<file path="config.mk">
export PLATFORM = sky130hd
export DESIGN_NAME = cu_sequencer_flat
export DESIGN_NICKNAME = d
export VERILOG_FILES = /design/src/rtl/cu_sequencer_pkg.sv /design/src/rtl/cu_sequencer_if.sv /design/src/rtl/cu_sequencer_wait_timer.sv /design/src/rtl/cu_sequencer.sv /design/src/flat_wrapper.sv
export SDC_FILE = /design/constraint.sdc
export NUM_CORES = 1
export LEC_CHECK = 0
export ABC_AREA = 1
export BUFFER_PORTS_ARGS = -buffer_cell sky130_fd_sc_hd__buf_2
export CAP_MARGIN = 20
export CORE_UTILIZATION = 46
export CTS_CLUSTER_SIZE = 25
export DETAILED_ROUTE_END_ITERATION = 8
export GPL_ROUTABILITY_DRIVEN = 0
export PLACE_DENSITY_LB_ADDON = 0.3
export SYNTH_ARGS = -nofsm -noshare
export SYNTH_HDL_FRONTEND = slang
export SYNTH_SLANG_ARGS = --single-unit
</file>
<file path="constraint.sdc">
create_clock -name clk -period 1.4 [get_ports clk]
set_input_delay 0.21 -clock clk [delete_from_list [all_inputs] [get_ports clk]]
set_output_delay 0.21 -clock clk [all_outputs]
set_load 0.1 [all_outputs]
</file>
<file path="src/rtl/cu_sequencer_pkg.sv">
// ---------------------------------------------------------------------------
// cpu_pkg
// Shared definitions for the 19-bit CPU control unit: sequencer state
// encoding, opcode map, flag bit positions and opcode-class helpers.
// ---------------------------------------------------------------------------
package cpu_pkg;

  typedef enum logic [3:0] {
    ST_IDLE,
    ST_FETCH,
    ST_DECODE,
    ST_EXEC,
    ST_MEM_RD,
    ST_MEM_WR,
    ST_WB,
    ST_HALT,
    ST_FAULT
  } cu_state_t;

  localparam logic [4:0] OP_LOAD  = 5'h10;
  localparam logic [4:0] OP_STORE = 5'h11;
  localparam logic [4:0] OP_JMP   = 5'h12;
  localparam logic [4:0] OP_JZ    = 5'h13;
  localparam logic [4:0] OP_JNZ   = 5'h14;
  localparam logic [4:0] OP_JC    = 5'h15;
  localparam logic [4:0] OP_NOP   = 5'h1E;
  localparam logic [4:0] OP_HALT  = 5'h1F;

  localparam int FLG_Z = 0;
  localparam int FLG_C = 1;
  localparam int FLG_N = 2;
  localparam int FLG_V = 3;

  // ALU operations occupy the whole lower half of the opcode space.
  function automatic logic is_alu(input logic [4:0] opc);
    return ~opc[4];
  endfunction

  // Anything not listed here raises the illegal pulse in EXEC.
  function automatic logic is_defined(input logic [4:0] opc);
    logic ok;
    ok = is_alu(opc);
    case (opc)
      OP_LOAD, OP_STORE, OP_JMP, OP_JZ, OP_JNZ, OP_JC, OP_NOP, OP_HALT: ok = 1'b1;
      default: ;
    endcase
    return ok;
  endfunction

endpackage

</file>
<file path="src/rtl/cu_sequencer_if.sv">
// ---------------------------------------------------------------------------
// cu_sequencer_if
// Control bus between the sequencer (master) and the endpoints that feed it
// and obey its strobes (slave): memory, PC, register file, ALU.
//   enable, opcode, flags, mem_ack        : endpoint -> sequencer
//   rd_en, wr_en, ir_load, inc_pc, pc_load,
//   load_reg, mode, halted, fault, illegal : sequencer -> endpoints
// ---------------------------------------------------------------------------
interface cu_sequencer_if #(
  parameter int OPC_W = 5,
  parameter int FLG_W = 4
);
  logic             enable;
  logic [OPC_W-1:0] opcode;
  logic [FLG_W-1:0] flags;
  logic             mem_ack;
  logic             rd_en;
  logic             wr_en;
  logic             ir_load;
  logic             inc_pc;
  logic             pc_load;
  logic             load_reg;
  logic             mode;
  logic             halted;
  logic             fault;
  logic             illegal;

  modport master (
    input  enable, opcode, flags, mem_ack,
    output rd_en, wr_en, ir_load, inc_pc, pc_load, load_reg, mode,
           halted, fault, illegal
  );

  modport slave (
    output enable, opcode, flags, mem_ack,
    input  rd_en, wr_en, ir_load, inc_pc, pc_load, load_reg, mode,
           halted, fault, illegal
  );
endinterface

</file>
<file path="src/rtl/cu_sequencer_wait_timer.sv">
// ---------------------------------------------------------------------------
// cu_wait_timer
// Counts cycles spent waiting for mem_ack in a memory request state and flags
// the last allowed cycle.
//   clk, rst  : clock, synchronous active-high reset
//   waiting   : sequencer is in FETCH / MEM_RD / MEM_WR
//   ack       : mem_ack from memory
//   expired   : this is request cycle number MEM_TIMEOUT; no ack now -> FAULT
// ---------------------------------------------------------------------------
module cu_wait_timer #(
  parameter int MEM_TIMEOUT = 16
) (
  input  logic clk,
  input  logic rst,
  input  logic waiting,
  input  logic ack,
  output logic expired
);
  localparam int CNT_W = $clog2(MEM_TIMEOUT + 1);
  localparam logic [CNT_W-1:0] LAST = CNT_W'(MEM_TIMEOUT - 1);

  logic [CNT_W-1:0] cnt;

  // An ack always leaves the current request state, so clearing on ack (or
  // whenever not waiting) guarantees a zero count on entry to any request
  // state, including MEM_WR -> FETCH back-to-back.
  always_ff @(posedge clk) begin
    if (rst || !waiting || ack) cnt <= '0;
    else                        cnt <= cnt + CNT_W'(1);
  end

  // The FSM checks ack before expired, so an ack on the last cycle wins.
  assign expired = waiting && (cnt == LAST);
endmodule

</file>
<file path="src/rtl/cu_sequencer.sv">
// ---------------------------------------------------------------------------
// cu_sequencer
// Multi-cycle FETCH/DECODE/EXEC/MEM/WB control sequencer for the 19-bit CPU.
//   clk  : system clock, rising edge
//   rst  : synchronous active-high reset
//   bus  : cu_sequencer_if.master
//          in : enable, opcode, flags {V,N,C,Z}, mem_ack
//          out: rd_en, wr_en, ir_load, inc_pc, pc_load, load_reg, mode,
//               halted, fault, illegal
// Strobes are registered decodes of the next state, so they are Moore
// functions of the state register; ir_load alone is FETCH & mem_ack.
// ---------------------------------------------------------------------------
module cu_sequencer
  import cpu_pkg::*;
#(
  parameter int MEM_TIMEOUT = 16,
  parameter int OPC_W       = 5,
  parameter int FLG_W       = 4
) (
  input logic           clk,
  input logic           rst,
  cu_sequencer_if.master bus
);
  cu_state_t        state;
  cu_state_t        state_nxt;
  cu_state_t        boundary_nxt;
  logic [OPC_W-1:0] opc;
  logic [FLG_W-1:0] flg;
  logic             waiting;
  logic             expired;
  logic             unused_flags;

  logic rd_en_r, wr_en_r, inc_pc_r, pc_load_r, load_reg_r, mode_r;
  logic halted_r, fault_r, illegal_r;

  assign opc          = bus.opcode;
  assign flg          = bus.flags;
  assign unused_flags = ^{flg[FLG_V], flg[FLG_N]};

  function automatic logic branch_taken(input logic [4:0] o, input logic z, input logic c);
    case (o)
      OP_JMP:  return 1'b1;
      OP_JZ:   return z;
      OP_JNZ:  return ~z;
      OP_JC:   return c;
      default: return 1'b0;
    endcase
  endfunction

  assign waiting = (state == ST_FETCH) || (state == ST_MEM_RD) || (state == ST_MEM_WR);

  cu_wait_timer #(.MEM_TIMEOUT(MEM_TIMEOUT)) u_wait_timer (
    .clk     (clk),
    .rst     (rst),
    .waiting (waiting),
    .ack     (bus.mem_ack),
    .expired (expired)
  );

  // enable is only looked at here and in IDLE, so dropping it mid-instruction
  // lets the instruction run to completion.
  assign boundary_nxt = bus.enable ? ST_FETCH : ST_IDLE;

  always_comb begin
    state_nxt = state;
    case (state)
      ST_IDLE:   if (bus.enable) state_nxt = ST_FETCH;
      ST_FETCH:  if (bus.mem_ack) state_nxt = ST_DECODE;
                 else if (expired) state_nxt = ST_FAULT;
      ST_DECODE: if (opc == OP_LOAD)       state_nxt = ST_MEM_RD;
                 else if (opc == OP_STORE) state_nxt = ST_MEM_WR;
                 else                      state_nxt = ST_EXEC;
      ST_EXEC:   state_nxt = (opc == OP_HALT) ? ST_HALT : boundary_nxt;
      ST_MEM_RD: if (bus.mem_ack) state_nxt = ST_WB;
                 else if (expired) state_nxt = ST_FAULT;
      ST_WB:     state_nxt = boundary_nxt;
      ST_MEM_WR: if (bus.mem_ack) state_nxt = boundary_nxt;
                 else if (expired) state_nxt = ST_FAULT;
      ST_HALT:   state_nxt = ST_HALT;
      ST_FAULT:  state_nxt = ST_FAULT;
      default:   state_nxt = ST_IDLE;
    endcase
  end

  // EXEC strobes are computed from opcode/flags as seen in DECODE; both are
  // held stable across DECODE and EXEC.
  always_ff @(posedge clk) begin
    if (rst) begin
      state      <= ST_IDLE;
      rd_en_r    <= 1'b0;
      wr_en_r    <= 1'b0;
      inc_pc_r   <= 1'b0;
      pc_load_r  <= 1'b0;
      load_reg_r <= 1'b0;
      mode_r     <= 1'b0;
      halted_r   <= 1'b0;
      fault_r    <= 1'b0;
      illegal_r  <= 1'b0;
    end else begin
      state      <= state_nxt;
      rd_en_r    <= (state_nxt == ST_FETCH) || (state_nxt == ST_MEM_RD);
      wr_en_r    <= (state_nxt == ST_MEM_WR);
      inc_pc_r   <= (state_nxt == ST_DECODE);
      pc_load_r  <= (state_nxt == ST_EXEC) && branch_taken(opc, flg[FLG_Z], flg[FLG_C]);
      load_reg_r <= (state_nxt == ST_WB) || ((state_nxt == ST_EXEC) && is_alu(opc));
      mode_r     <= (state_nxt == ST_EXEC) && is_alu(opc) && opc[3];
      halted_r   <= (state_nxt == ST_HALT);
      fault_r    <= (state_nxt == ST_FAULT);
      illegal_r  <= (state_nxt == ST_EXEC) && !is_defined(opc);
    end
  end

  assign bus.rd_en    = rd_en_r;
  assign bus.wr_en    = wr_en_r;
  assign bus.ir_load  = (state == ST_FETCH) && bus.mem_ack;
  assign bus.inc_pc   = inc_pc_r;
  assign bus.pc_load  = pc_load_r;
  assign bus.load_reg = load_reg_r;
  assign bus.mode     = mode_r;
  assign bus.halted   = halted_r;
  assign bus.fault    = fault_r;
  assign bus.illegal  = illegal_r;
endmodule

</file>
<file path="src/flat_wrapper.sv">
// flat-port wrapper written by rule: the top's interface ports become plain ports
module cu_sequencer_flat import cpu_pkg::*;
#(
  parameter int MEM_TIMEOUT = 16,
  parameter int OPC_W       = 5,
  parameter int FLG_W       = 4
)
  (clk, rst, bus_enable, bus_opcode, bus_flags, bus_mem_ack, bus_rd_en, bus_wr_en, bus_ir_load, bus_inc_pc, bus_pc_load, bus_load_reg, bus_mode, bus_halted, bus_fault, bus_illegal);
  cu_sequencer_if #(.OPC_W(OPC_W), .FLG_W(FLG_W)) bus_i ();
  input logic clk;
  input logic rst;
  input wire logic [$bits(bus_i.enable)-1:0] bus_enable;
  input wire logic [$bits(bus_i.opcode)-1:0] bus_opcode;
  input wire logic [$bits(bus_i.flags)-1:0] bus_flags;
  input wire logic [$bits(bus_i.mem_ack)-1:0] bus_mem_ack;
  output wire logic [$bits(bus_i.rd_en)-1:0] bus_rd_en;
  output wire logic [$bits(bus_i.wr_en)-1:0] bus_wr_en;
  output wire logic [$bits(bus_i.ir_load)-1:0] bus_ir_load;
  output wire logic [$bits(bus_i.inc_pc)-1:0] bus_inc_pc;
  output wire logic [$bits(bus_i.pc_load)-1:0] bus_pc_load;
  output wire logic [$bits(bus_i.load_reg)-1:0] bus_load_reg;
  output wire logic [$bits(bus_i.mode)-1:0] bus_mode;
  output wire logic [$bits(bus_i.halted)-1:0] bus_halted;
  output wire logic [$bits(bus_i.fault)-1:0] bus_fault;
  output wire logic [$bits(bus_i.illegal)-1:0] bus_illegal;
  assign bus_i.enable = bus_enable;
  assign bus_i.opcode = bus_opcode;
  assign bus_i.flags = bus_flags;
  assign bus_i.mem_ack = bus_mem_ack;
  assign bus_rd_en = bus_i.rd_en;
  assign bus_wr_en = bus_i.wr_en;
  assign bus_ir_load = bus_i.ir_load;
  assign bus_inc_pc = bus_i.inc_pc;
  assign bus_pc_load = bus_i.pc_load;
  assign bus_load_reg = bus_i.load_reg;
  assign bus_mode = bus_i.mode;
  assign bus_halted = bus_i.halted;
  assign bus_fault = bus_i.fault;
  assign bus_illegal = bus_i.illegal;
  cu_sequencer #(.MEM_TIMEOUT(MEM_TIMEOUT), .OPC_W(OPC_W), .FLG_W(FLG_W)) u_core (.clk(clk), .rst(rst), .bus(bus_i));
endmodule
</file>
; Word-level counts from Yosys, hierarchy flattened
; Cells that the tools add are included.
[totals]
input_bits = 13
output_inout_bits = 10
regBits = 18
elab_cells = 69
[classes]
eq_ne = 25
muxes = 14
bitwise = 2
n_addsub = 1
n_reduce_logical = 16
[op_table]
columns = op, count
row1 = $eq A5 B5 Y1 const B, 8
row2 = $pmux W4 S9, 1
row3 = $eq A4 B3 Y1 const B, 8
row4 = $mux W4, 7
row5 = $eq A4 B2 Y1 const B, 4
row6 = $eq A4 B1 Y1 const B, 2
row7 = $eq A4 B4 Y1 const B, 2
row8 = $reduce_or A8 Y1, 1
row9 = $logic_and A1 B1 Y1, 6
row10 = $logic_or A1 B1 Y1, 6
row11 = $add A5 B1 Y5 const B, 1
row12 = $eq A5 B4 Y1 const B, 1
row13 = $logic_not A4 Y1, 1
row14 = $mux W1, 4
row15 = $pmux W1 S4, 1
row16 = $mux W3, 1
row17 = $logic_not A1 Y1, 2
row18 = $not A1 Y1, 2

; Longest topological paths before layout
; Gate-level depths: netlist of run 1.
[logic_depth]
depth_word = 10
depth_mapped = 12
mapped_depth_nobuf = 12

; Hierarchy
; A second synthesis of run 1 with hierarchy kept.
[hier_totals]
cells_unflattened = 156
area_unflattened_um2 = 984.7
[by_module_without_submodules]
columns = module, area_each_um2, n_inst, seq_area_each_um2, cells_each
row1 = cu_sequencer, 765.7, 1, 260.2, 127
row2 = cu_wait_timer, 219.0, 1, 100.1, 29

; Worst setup path after synthesis of run 1
; OpenSTA, ideal clock, no wires.
[synth_timing]
kind = flip-flop to output port
startpoint = register u_core.state[0]
endpoint = output port bus_ir_load
n_path_buf = 0
path_slack_ns = -0.710
t_required_ns = 1.190
stages_incl_launch_ff = 5
arrival_ns = 1.900
path_cell_list = dfxtp_1 -> inv_1 -> nor2_1 -> nand2_1 -> nor2_1
[synth_via]
elab_chain_cells = 2
[synth_lines]
columns = item, line_no
row1 = start: declaration, cu_sequencer.sv:24  ; cu_state_t state;
row2 = start signal: assignment, cu_sequencer.sv:100  ; state <= state_nxt;
row3 = $eq A4 B1 Y1, cu_sequencer.sv:115  ; assign bus.ir_load = (state == ST_FETCH) && bus.mem_ack;
row4 = $logic_and A1 B1 Y1, cu_sequencer.sv:115
row5 = end: declaration, flat_wrapper.sv:18  ; output wire logic [$bits(bus_i.ir_load)-1:0] bus_ir_load;
; No other way between the ends.

; Worst setup path after layout of run 1
[layout_timing]
startpoint = register u_core.u_wait_timer.cnt[1]
endpoint = register u_core.rd_en_r, in the netlist u_core.bus.rd_en
[layout_via]
elab_chain_cells = 7
word_cells_on_any_way = 10
cone_classes = eq/ne (3) / mux (5) / reduce/logical (2)
[layout_lines]
columns = item, line_no
row1 = start: declaration, cu_sequencer_wait_timer.sv:22  ; logic [CNT_W-1:0] cnt;
row2 = start signal: assignment, cu_sequencer_wait_timer.sv:29  ; else cnt <= cnt + CNT_W'(1);
row3 = $eq A5 B4 Y1 *, cu_sequencer_wait_timer.sv:33  ; assign expired = waiting && (cnt == LAST);
row4 = $logic_and A1 B1 Y1 *, cu_sequencer_wait_timer.sv:33
row5 = $mux W4 *, "cu_sequencer.sv:69, cu_sequencer.sv:75, cu_sequencer.sv:78"
row6 = "$mux W4, on equally long branches", "cu_sequencer.sv:77, cu_sequencer.sv:68, cu_sequencer.sv:74"
row7 = $pmux W4 S9 *, cu_sequencer.sv:66  ; case (state)
row8 = $eq A4 B1 Y1 / $eq A4 B3 Y1 (equally long branches), cu_sequencer.sv:101  ; rd_en_r <= (state_nxt == ST_FETCH) || (state_nxt == ST_MEM_RD);
row9 = $logic_or A1 B1 Y1 *, cu_sequencer.sv:101
row10 = end signal: assignment, cu_sequencer.sv:101
row11 = end: declaration, cu_sequencer.sv:33  ; logic rd_en_r, wr_en_r, inc_pc_r, pc_load_r, load_reg_r, mode_r;
; Mark *: on every way between the ends. The rest lies on a longest branch, timed or not.
; A chain may end at the register's enable or synchronous reset.

==> results of run 1 <==
[power breakdown]
group          internal, mW  total (mW)  switching, mW
clock network         0.159       0.323          0.165
registers             0.537       0.558         0.0214
logic                 0.108       0.365          0.258
[cell usage after synthesis]
cell | instances | area [µm²]
nand2_1 | 28 | 105
nor2_1 | 28 | 105
dfxtp_1 | 18 | 360
inv_1 | 18 | 67.6
nand3_1 | 14 | 70.1
o21ai_0 | 4 | 20.0
nand2_2 | 3 | 18.8
nor2_2 | 3 | 18.8
nor3_1 | 3 | 15.0
a21oi_1 | 2 | 10.0
ha_1 | 2 | 25.0
inv_2 | 2 | 7.51
nor3b_1 | 2 | 15.0
or2_1 | 2 | 12.5
a21oi_2 | 1 | 8.76
a311oi_1 | 1 | 8.76
buf_4 | 1 | 7.51
nand3_2 | 1 | 10.0
nor2_4 | 1 | 11.3
nor4_1 | 1 | 6.26
o211ai_1 | 1 | 7.51
xor2_1 | 1 | 8.76
[what timing repair did]
action / in CTS / in global routing
resized for setup: 14 / 11
endpoints found under the setup margin: 6 / 7
cloned: 0 / 0
pin swaps: 1 / 9
buffers inserted: 1 / 2
[per-layer routing]
layer	up-vias	track usage	share of wire
li1	495	-	-
met1	441	0.314	0.44
met5	-	0	0
met3	9	0.0706	0.069
met2	32	0.356	0.46
met4	0	0.114	0.033
[critical path: stages (launching register included)]
cell and delay [ps]:
dfxtp_2 370, ha_4 140, nand2_2 70, nor2_4 140, ha_4 150, nand2_2 60, nor2_4 130, nor2_2 60
nor2_4 130, buf_6 110, nor2_4 30, nand2_1 60, nand2_1 50
[logic make-up after synthesis]
group                      after synthesis  synth area share
and+or+nand+nor                         86             0.422
buffers and inverters                   21            0.0898
DFF                                     18             0.392
AOI/OAI and AO/OA                        9            0.0599
adders and majority gates                2            0.0272
xor gates and xnor gates                 1           0.00953
[final cells by class]
type                       instances  area, µm²
clock buffer                       4       36.3
fill                             162        564
inverter                          20       77.6
multi-input combinational         98        552
sequential                        18        369
tap                               25       31.3
timing repair buffer              27        171
[worst paths after layout]
check,endpoint,slack (ps),cells after the start
max,u_core.bus.rd_en,-180,12
min,u_core.bus.pc_load,200,3
max reg2reg,u_core.bus.rd_en,-180,12
min reg2reg,u_core.u_wait_timer.cnt[0],530,2
[per-stage QoR]
step	cells	cell area, µm²	utilization	setup WS [ps]	TNS, ps
6_report	192	1240	0.687	-178	-443
2_1_floorplan	137	930	-	-50.6	-50.6
5_1_grt	192	1240	0.687	-290	-1060
3_5_place_dp	185	1100	0.610	-193	-504
4_1_cts	190	1180	0.656	-107	-241
3_3_place_gp	185	1100	0.610	-116	-336
==> metrics.md, run 1 <==
| Metric | Value |
|---|---|
| Die ar. | `approximately 2200 µm²` |
| Final WS setup | `-178 ps` |
| Tcrit/Tclk final | `1.13` |
| Status | `finished, violations left` |
| Std cell rows | `15` |
| HPWL Detailed | `approximately 1.5 mm` |
| Worst-path clk slew | `100 ps` |
| Initial antenna violation count | `0` |
| Hold_ws | `196 ps` |
| Post-synthesis sequential area ratio | `0.392` |
| Antenna fix cells | `0` |
| Max-Cap Viols | `0` |
| Fin. Hold Viols | `0` |
| GR Overflow Total | `0` |
| Crit Path Class | `flop to flop` |
| Average via count per standard cell | `slightly above 5` |
| Die extent in x | `roughly 47 µm` |
| Vias | `~980` |
| DR WL/cell | `roughly 11 µm` |
| CP required | `approximately 1600 ps` |
| Placeable Area | `approximately 1800 µm²` |
| Total GRT Usage | `0.238` |
| Achievable Freq | `about 630 MHz` |
| Detail Route Antenna Nets | `0` |
| Average size of a mapped cell | `roughly 6.7 µm²` |
| Worst min-delay path class | `input port to flop` |
| Worst Hold Launch | `bus_flags[1]` |
| Nets | `between 150 and 200` |
| Area growth syn-to-layout | `34.6%` |
| Pwr/cell area | `just over 1000 nW/µm²` |
| Fraction of layout cells with a size suffix above 1 | `0.353` |
| Max Root-Sink Buffers | `2` |
| Max Slew Vio Count | `0` |
| IO Port Bufs | `20` |
| Critical Path End Type | `flop` |
| Slew @ Worst Pin | `486 ps` |
| CTS tree | `yes` |
| RSZ-0062 raised after global routing | `yes` |
| Final wirelength | `2.12 mm` |
| Pleak | `between 0.6 and 0.7 nW` |
| CTS Root Cell | `clkbuf_4` |
| Most common cell after layout, fill and taps aside | `nand2_1` |
| TritonCTS Sinks | `18` |
| First-pass GRT wire length | `3.56 mm` |
| Biggest regs | `u_core.u_wait_timer.cnt (5), u_core.state (4)` |
| Clk Latency, worst-skew pair | `~300 ps` |
| Synth warn | `0` |
| Post-CTS Hold Buffers | `0` |
| CTS Buf Count | `3` |
| Number of global-route vias before repair | `between 800 and 900` |
| Final setup vio count | `6` |
| Register with the most flip-flops | `u_core.u_wait_timer.cnt` |
| DRT Pass-1 Iters | `4` |
| CP startpoint kind | `flop` |
| Synth Cell Area | `920 µm²` |
| Failing checks | `negative setup slack` |
| Slew HR | `0.678` |
| Setup Skew | `about 3.9 ps` |
| Initial Utilization | `0.510` |
| Htree depth | `1` |
| Synthesized net count | `152` |
| Cell count after synthesis | `between 100 and 150` |
| DR iter-0 viols | `52` |
| FF-to-FF Start | `u_core.u_wait_timer.cnt[1]` |
| Total power | `around 1.2 mW` |
| Pin count of the biggest net entering global routing | `13` |
| Crit path launch | `u_core.u_wait_timer.cnt[1]` |
| Number of flip-flops in the largest register | `5` |
| Top-level I/O count | `23` |
| Min cycle time layout | `approximately 1600 ps` |
| Die Ht | `between 40 and 50 µm` |
| Seq cells post-synth | `18` |
| Crit path DAT | `approximately 1800 ps` |
| CP Max Fanout | `3` |
| Most frequent cells in the layout | `25 x nand2_1, 23 x nor2_1, 19 x buf_2` |
| VDD IR max | `0.521 mV` |
| Netlist cell types | `22` |
| # DRC | `0` |
Power figures use the tool's default switching activity.
==> run 2, diff against run 1 <==
RECOVER_POWER = 50   (was not set)
==> run 2 against run 1 <==
Effect of this change: sequential share of layout area grew 0.061 points; the flow still finishes with violations (negative setup slack); utilization shrank 0.14 points; clock-buffer cell count is the same; via count shrank 0.20%.
==> metrics.md, run 2 (synthesis results as in run 1) <==
| Metric | Value |
|---|---|
| Reg2Reg Depth | `12` |
| Final wirelength | `roughly 2.1 mm` |
| Final setup vio count | `6` |
| Initial antenna violation count | `0` |
| Worst-path clk slew | `100 ps` |
| Crit path DAT | `1780 ps` |
| Number of flip-flops in the largest register | `5` |
| Total GRT Usage | `0.238` |
| Most frequent cells in the layout | `26 x nand2_1, 23 x nor2_1, 19 x buf_2` |
| Crit path launch | `u_core.u_wait_timer.cnt[1]` |
| Worst Setup EP | `u_core.bus.rd_en` |
| Crit-path max cell delay | `between 300 and 400 ps` |
| Slew @ Worst Pin | `approximately 490 ps` |
| Number of global-route vias before repair | `818` |
| Die ar. | `2180 µm²` |
| Pleak | `~0.61 nW` |
| Tcrit/Tclk final | `1.12` |
| Top-level I/O count | `23` |
| Failing checks | `negative setup slack` |
| Fraction of layout cells with a size suffix above 1 | `0.347` |
| DR WL/cell | `between 10 and 15 µm` |
| Achievable Freq | `635 MHz` |
| Final std cell area, no fill | `between 1000 and 1500 µm²` |
| Std cell rows | `15` |
| First-pass GRT wire length | `~3.6 mm` |
| VDD IR max | `0.528 mV` |
| IO Port Bufs | `20` |
| CP Max Fanout | `3` |
| Register with the most flip-flops | `u_core.u_wait_timer.cnt` |
| Final WS setup | `-175 ps` |
| CTS Buf Count | `3` |
| DR iter-0 viols | `45` |
| CP startpoint kind | `flop` |
| Min cycle time layout | `between 1500 and 2000 ps` |
| Dpl cell area | `~1100 µm²` |
| RR Endpoint | `u_core.bus.rd_en` |
| GR Overflow Total | `0` |
| FF-to-FF Start | `u_core.u_wait_timer.cnt[1]` |
| CTS Root Cell | `clkbuf_4` |
| Pin count of the biggest net entering global routing | `13` |
| FILL cells | `roughly 160` |
| Worst Hold Launch | `bus_flags[1]` |
| Max Slew Vio Count | `0` |
| Pwr/cell area | `between 1000 and 1500 nW/µm²` |
| Critical Path End Type | `flop` |
| Biggest regs | `u_core.u_wait_timer.cnt (5), u_core.state (4)` |
| Reg-to-reg slack, setup | `-170 ps` |
| # DRC | `0` |
| Htree depth | `1` |
| Placeable Area | `approximately 1800 µm²` |
| Most common cell after layout, fill and taps aside | `nand2_1` |
| Vias | `~980` |
| Initial Utilization | `0.510` |
| RSZ-0062 raised after global routing | `yes` |
| TritonCTS Sinks | `18` |
| Crit-path slowest cell | `dfxtp_2` |
| Crit Path Class | `flop to flop` |
| Die Ht | `about 47 µm` |
| DRT Pass-1 Iters | `4` |
| CP required | `roughly 1600 ps` |
| Area growth syn-to-layout | `34.3%` |
| Average via count per standard cell | `~5.1` |
| CTS tree | `yes` |
| Max Root-Sink Buffers | `2` |
| Clk Latency, worst-skew pair | `roughly 300 ps` |
| Antenna fix cells | `0` |
| Top cell by count, worst path | `nor2_4` |
| Die extent in x | `46.7 µm` |
| Detail Route Antenna Nets | `0` |
| Post-layout util | `0.685` |
| Fin. Hold Viols | `0` |
| Max-Cap Viols | `0` |
| Worst-path cell chain | `ha_4 -> nand2_2 -> nor2_4 -> ha_4 -> nand2_2 -> nor2_4 -> nor2_2 -> nor2_4 -> buf_6 -> nor2_4 -> nand2_1 -> nand2_1` |
| Worst min-delay path class | `input port to flop` |
| Status | `finished, violations left` |
| Critical Path Stages | `12` |
| Worst path bufs/invs | `1` |
| Setup Skew | `0.868 ps` |
| HPWL Detailed | `around 1.5 mm` |
| Nets | `roughly 180` |
| Top delay family on crit path | `simple AND/OR/NAND/NOR gates` |
| Worst hold path depth | `3` |
| Slew HR | `0.678` |
| Place WS | `-193 ps` |
run 2: power by group:
group,leakage [nW],switching (mW),internal (mW),total [mW]
registers,0.148,0.0213,0.537,0.558
logic,0.442,0.256,0.107,0.363
clock network,0.0210,0.168,0.159,0.327
total,0.611,0.446,0.803,1.25
run 2: area by class of cell:
cell class	instances	area [µm²]	area share
flip-flops and latches	18	369	0.299
multi-input cells	98	549	0.445
repair buffers	27	171	0.139
clock buffers	4	36.3	0.0294
well taps	25	31.3	0.0253
inverters	20	77.6	0.0628
run 2: worst min-delay path by stage:
| stage | to | slack [ps] |
|---|---|---|
| after CTS | u_core.bus.mode | 190 |
| after floorplan | u_core.state[2] | 280 |
| final | u_core.bus.pc_load | 190 |
| after detailed placement | u_core.bus.mode | 510 |
| after global routing | u_core.bus.mode | 170 |
| after global placement | u_core.u_wait_timer.cnt[0] | 500 |
run 2: worst min-delay path, cell delays in order:
cell,delay [ps]
buf_2,90
nand3_1,60
a311oi_1,80
run 2: through the flow:
stage	power, mW	setup TNS (ps)	hold WS (ps)	instances
after CTS	1.22	-241	188	190
after global placement	0.882	-336	498	185
final	1.25	-470	192	192
after floorplan	0.810	-50.6	279	137
after global routing	1.33	-1100	174	192
after detailed placement	0.889	-504	512	185
run 2: what timing repair did:
action | 4_1_cts | 5_1_grt
setup endpoints to repair | 6 | 7
pin swaps | 1 | 9
resized for setup | 14 | 11
setup buffers | 1 | 2
hold buffers | 0 | 0
run 2: metal layers:
| layer | up-vias | GRT usage | part of all wire |
|---|---|---|---|
| li1 | 495 | - | - |
| met1 | 434 | 0.314 | 0.43 |
| met2 | 34 | 0.356 | 0.45 |
| met3 | 12 | 0.0706 | 0.077 |
| met4 | 0 | 0.114 | 0.041 |
| met5 | - | 0 | 0 |
